===== src/rtl/uart_tx_fifo.sv =====
// uart_tx_fifo: 8N1 UART transmitter fed by a small write FIFO.
// Bit timing uses a 16-tick-per-bit baud divider so it matches the
// 16x-oversampling receiver on the other end of the link.
module uart_tx_fifo #(
  parameter int CLK_FREQ   = 100_000_000,
  parameter int BPS        = 9600,
  parameter int FIFO_DEPTH = 4
) (
  input  logic       clk,
  input  logic       reset,
  input  logic       tx_start,
  input  logic [7:0] tx_data,
  output logic       tx_full,
  output logic       tx_busy,
  output logic       tx,
  output logic       tx_done
);

  localparam int DIVIDER_COUNT = CLK_FREQ / (BPS * 16);
  localparam int AW  = (FIFO_DEPTH > 1) ? $clog2(FIFO_DEPTH) : 1;
  localparam int CW  = AW + 1;
  localparam int BCW = (DIVIDER_COUNT > 1) ? $clog2(DIVIDER_COUNT) : 1;

  typedef enum logic [1:0] {
    IDLE      = 2'd0,
    START_BIT = 2'd1,
    DATA_BITS = 2'd2,
    STOP_BIT  = 2'd3
  } state_t;

  state_t           state_q, state_d;
  logic [7:0]       fifo_mem_q [FIFO_DEPTH];
  logic [AW-1:0]    wr_ptr_q, wr_ptr_d;
  logic [AW-1:0]    rd_ptr_q, rd_ptr_d;
  logic [CW-1:0]    count_q, count_d;
  logic             full_q, full_d;
  logic [BCW-1:0]   baud_cnt_q, baud_cnt_d;
  logic [3:0]       tick_cnt_q, tick_cnt_d;
  logic [2:0]       bit_cnt_q, bit_cnt_d;
  logic [7:0]       shift_q, shift_d;
  logic             tx_q, tx_d;
  logic             done_q, done_d;

  logic             push;
  logic             pop;
  logic             baud_tick;
  logic             last_tick;

  // FIFO bookkeeping: a push is only honoured against the registered full
  // flag, so a pop in the same cycle never frees room for it.
  always_comb begin
    push     = tx_start & ~full_q;
    pop      = (state_q == IDLE) && (count_q != '0);
    wr_ptr_d = push ? wr_ptr_q + AW'(1) : wr_ptr_q;
    rd_ptr_d = pop  ? rd_ptr_q + AW'(1) : rd_ptr_q;
    count_d  = count_q;
    if (push && !pop) begin
      count_d = count_q + CW'(1);
    end else if (pop && !push) begin
      count_d = count_q - CW'(1);
    end
    full_d   = (count_d == CW'(FIFO_DEPTH));
  end

  // Baud divider restarts on the pop cycle so the start bit gets a full period.
  always_comb begin
    baud_tick  = (baud_cnt_q == BCW'(DIVIDER_COUNT - 1));
    last_tick  = baud_tick && (tick_cnt_q == 4'd15);
    baud_cnt_d = baud_cnt_q + BCW'(1);
    if (pop || baud_tick) begin
      baud_cnt_d = '0;
    end
  end

  // Next-state and frame datapath for the serialiser FSM.
  always_comb begin
    state_d    = state_q;
    shift_d    = shift_q;
    tx_d       = tx_q;
    done_d     = 1'b0;
    tick_cnt_d = tick_cnt_q;
    bit_cnt_d  = bit_cnt_q;
    if (state_q != IDLE && baud_tick) begin
      tick_cnt_d = tick_cnt_q + 4'd1;
    end
    case (state_q)
      IDLE: begin
        tx_d = 1'b1;
        if (pop) begin
          shift_d    = fifo_mem_q[rd_ptr_q];
          tx_d       = 1'b0;
          tick_cnt_d = '0;
          bit_cnt_d  = '0;
          state_d    = START_BIT;
        end
      end
      START_BIT: begin
        if (last_tick) begin
          tx_d      = shift_q[0];
          bit_cnt_d = '0;
          state_d   = DATA_BITS;
        end
      end
      DATA_BITS: begin
        if (last_tick) begin
          if (bit_cnt_q == 3'd7) begin
            tx_d    = 1'b1;
            state_d = STOP_BIT;
          end else begin
            shift_d   = {1'b0, shift_q[7:1]};
            tx_d      = shift_q[1];
            bit_cnt_d = bit_cnt_q + 3'd1;
          end
        end
      end
      STOP_BIT: begin
        if (last_tick) begin
          done_d  = 1'b1;
          state_d = IDLE;
        end
      end
      default: state_d = IDLE;
    endcase
  end

  // State register plus all control registers; reset aborts any frame.
  always_ff @(posedge clk) begin
    if (reset) begin
      state_q    <= IDLE;
      wr_ptr_q   <= '0;
      rd_ptr_q   <= '0;
      count_q    <= '0;
      full_q     <= 1'b0;
      baud_cnt_q <= '0;
      tick_cnt_q <= '0;
      bit_cnt_q  <= '0;
      shift_q    <= '0;
      tx_q       <= 1'b1;
      done_q     <= 1'b0;
    end else begin
      state_q    <= state_d;
      wr_ptr_q   <= wr_ptr_d;
      rd_ptr_q   <= rd_ptr_d;
      count_q    <= count_d;
      full_q     <= full_d;
      baud_cnt_q <= baud_cnt_d;
      tick_cnt_q <= tick_cnt_d;
      bit_cnt_q  <= bit_cnt_d;
      shift_q    <= shift_d;
      tx_q       <= tx_d;
      done_q     <= done_d;
    end
  end

  // FIFO storage needs no reset; the pointers define what is valid.
  always_ff @(posedge clk) begin
    if (!reset && push) begin
      fifo_mem_q[wr_ptr_q] <= tx_data;
    end
  end

  // Outputs come straight from registers; busy covers queued bytes too.
  always_comb begin
    tx      = tx_q;
    tx_done = done_q;
    tx_full = full_q;
    tx_busy = (state_q != IDLE) || (count_q != '0);
  end

endmodule

===== config.mk =====
export PLATFORM = sky130hd
export DESIGN_NAME = uart_tx_fifo
export DESIGN_NICKNAME = d
export VERILOG_FILES = /design/src/rtl/uart_tx_fifo.sv
export SDC_FILE = /design/constraint.sdc
export NUM_CORES = 1
export LEC_CHECK = 0
export ABC_CLOCK_PERIOD_IN_PS = 2460
export BUFFER_PORTS_ARGS = -buffer_cell sky130_fd_sc_hd__buf_4
export CORE_MARGIN = 5
export CORE_UTILIZATION = 35
export DETAILED_ROUTE_END_ITERATION = 8
export PLACE_DENSITY = 0.46
export SLEW_MARGIN = 10
export SYNTH_ARGS = -nofsm -noshare
export SYNTH_HDL_FRONTEND = slang
export SYNTH_SLANG_ARGS = --single-unit

===== constraint.sdc =====
create_clock -name clk -period 2.46 [get_ports clk]
set_input_delay 0 -clock clk [delete_from_list [all_inputs] [get_ports clk]]
set_output_delay 0 -clock clk [all_outputs]
set_load 0.02 [all_outputs]

==> impl_metrics.tcl <==
set metrics [dict create \
    yosys_warnings 0 \
    n_antenna_cell 0 \
    core_region_area_mm2 0.00915 \
    global_route.usage.total_pct 11.2 \
    cts.clk_slew.worst_paths_ps 90 \
    fin_worst_skew_ps 15.3 \
    cts-root-to-sink-buffers 2 \
    synthFlopType "dfxtp_1" \
    fp.dieW_um 106 \
    timing_hold_violations_final 0 \
    floorplan.io_pins 15 \
    worstPathCellList "inv_1 > ha_1 > nand2b_1 > and4_1 > or4b_1 > a22oi_1" \
    flow.area_growth_from_synthesis_pct 15.3 \
    place.gp.congestion 0.720 \
    grt_first_pass_wirelength_mm 9.97 \
    drt-total-wl_mm 5.76 \
    mappedNetlistNets 306 \
    synth_top_area_cell "edfxtp_1" \
    rows 35 \
    ant_nets 0 \
    hpwlAfterDp_mm 3.99 \
    fin_setup_tns_ps 0 \
    clock_sink_count 71 \
    final-setup-viol-count 0 \
    cts_made_buffers 9 \
    crit_family "simple AND/OR/NAND/NOR gates" \
    number_of_post_cts_setup_repair_buffers 0 \
    placement.io_buffers 14 \
    clkLatencyLatePin_ps 350 \
    postSynthRegisterBits 71 \
    effective_utilization_at_floorplan_pct 35.4 \
    cts.root.buffer_cell "clkbuf_8" \
    critPathLaunchType "register" \
    initial_antenna_violation_count 0 \
    syn-instance-count 278 \
    globalRoute.totalOverflow 0 \
    max-cap-violations 0 \
    cts.htree.levels 3 \
    final.min_clock_period_ps 2040 \
    relSlewSlack_pct 65.3 \
    timing.setup.critical_path_class "reg -> reg" \
    maxSlewViolCount 0 \
    vias 2053 \
    route.detailed.drc 0 \
    timing.final.crit_share_pct 82.8 \
    crit_path_top_delay_cell "or4b_1" \
    synth_area_leaders "edfxtp_1, dfxtp_1, ha_1, mux4_2, mux2i_1" \
    holdWs_ps 153 \
    layout.nets 333 \
    placed_cell_area_mm2 0.00347 \
    die_height_um 106 \
    first_global_vias 2031 \
    slowest_delay_ps 530 \
    yosysSeqAreaShare_pct 53.8 \
    synth-edff-count 32 \
    drt_iter0_markers 47 \
    fraction_of_layout_cells_with_a_size_suffix_above_1_pct 17.1 \
    rsz0062_at_grt "false" \
    synth_area_mm2 0.00324 \
    layout.cell_area.non_filler_mm2 0.00373 \
    detail_route.vias_per_cell 4.88 \
    yosys.area.top_type_share_pct 29.7 \
    asyncSetResetFlopFracSynth_pct 0 \
    result_of_the_run "complete, no violations" \
    worst_ir_drop_vdd_mv 0.324 \
    path_buf_inv 1 \
    die_area_mm2 0.0113 \
    power-per-cell-area_mw_per_mm2 996 \
    drt_first_pass_iters 4 \
    maxClockFrequency_mhz 491 \
    wire_per_inst_um 13.7 \
    syn_avg_cell_area_um2 11.7 \
    yosys.cell_types.count 43 \
    timing.critical_path.arrival_ps 2300 \
    hold_class "in -> reg" \
    power.static_leakage_nw 1.44 \
    placement.setup.worst_slack_ps 444 \
    grt_max_degree 22 \
    final_worst_slack_ps 422 \
    worstPathRequired_ps 2720 \
    finalNonFillerCells 421 \
    end_kind "register" \
    dp_cells 396 \
    post-layout-total-power_mw 3.72 \
    synth_top_cells_by_count "dfxtp_1, edfxtp_1, nand2_1, nor2_1, ha_1" \
    yosys.cell_count.top_type "dfxtp_1" \
    cp_max_fo 12 \
    cts_tree "built" \
    layout.core_utilization_pct 40.8 \
    tightest_slew_ps 520 \
]
-- registers in the layout, summed over array words and instances, names as in the netlist, named ones only --
register	flops
tick_cnt_q	4
baud_cnt_q	10
tx_full	1
wr_ptr_q	2
fifo_mem_q	32
count_q	3
state_q	2
bit_cnt_q	3
rd_ptr_q	2
tx_done	1
shift_q	8
tx	1
-- layout by cell type (no fill, tap or decap), types with 7 or more instances in the layout --
| cell | n |
|---|---|
| xnor2_1 | 7 |
| o21ai_0 | 8 |
| edfxtp_1 | 32 |
| nand3_1 | 8 |
| ha_1 | 17 |
| dfxtp_1 | 39 |
| clkbuf_8 | 9 |
| buf_4 | 18 |
| mux2i_1 | 13 |
| nand2_1 | 25 |
| inv_1 | 13 |
| dlygate4sd3_1 | 9 |
| nor3_1 | 7 |
| mux4_2 | 7 |
| nor2_1 | 22 |
| a21oi_1 | 9 |
-- power breakdown --
group / internal, mW / switching (mW) / total, mW
clock: 0.375 / 0.462 / 0.836
sequential: 1.40 / 0.129 / 1.53
combinational: 0.616 / 0.738 / 1.35
total: 2.39 / 1.33 / 3.72
-- routing by layer --
metal  vias to the layer above  GRT usage (%)  wire, um
met4                         0           3.33        76
li1                       1054              -         -
met1                       972           15.4      2920
met5                         -              0         0
met3                         6           4.43       172
met2                        21           16.3      2600
-- worst paths after layout --
path | start | endpoint | slack (ps) | cells past startpoint
worst max register to register | count_q[0] | tx_full | 420 | 6
worst max-delay path | count_q[0] | tx_full | 420 | 6
worst min register to register | shift_q[4] | shift_q[4] | 460 | 2
worst min-delay path | tx_start | wr_ptr_q[0] | 150 | 5
-- tightest hold or removal path: cells and delay by family --
kind          cells  cell delay [ps]
xor+xnor          1              140
simple gates      2               90
buf+inv           2              240
-- cells by family (layout without fill, tap and decap cells) --
family,count (synthesis),in the layout,synth area share (%)
AO/OA/AOI/OAI,34,34,7.11
XOR/XNOR,12,12,3.24
adder cells (fa/ha/maj),17,17,6.57
buffers and inverters,25,57,3.01
flip-flops,71,71,53.8
multiplexers,26,26,11.0
AND/OR/NAND/NOR,93,93,15.3
-- repair_timing --
action	4_1_cts	5_1_grt
hold buffers	9	0
resized for setup	0	0
endpoints found under the hold margin	42	0
-- cell type report --
type	count	area, um2
clock buffers	9	124
clock inverters	7	51.3
fillers	883	5420
inverters	14	52.6
multi-input cells	182	1400
flip-flops and latches	71	1740
well taps	111	139
repair buffers	27	225
Note: power is estimated with default switching activity, not from simulation.
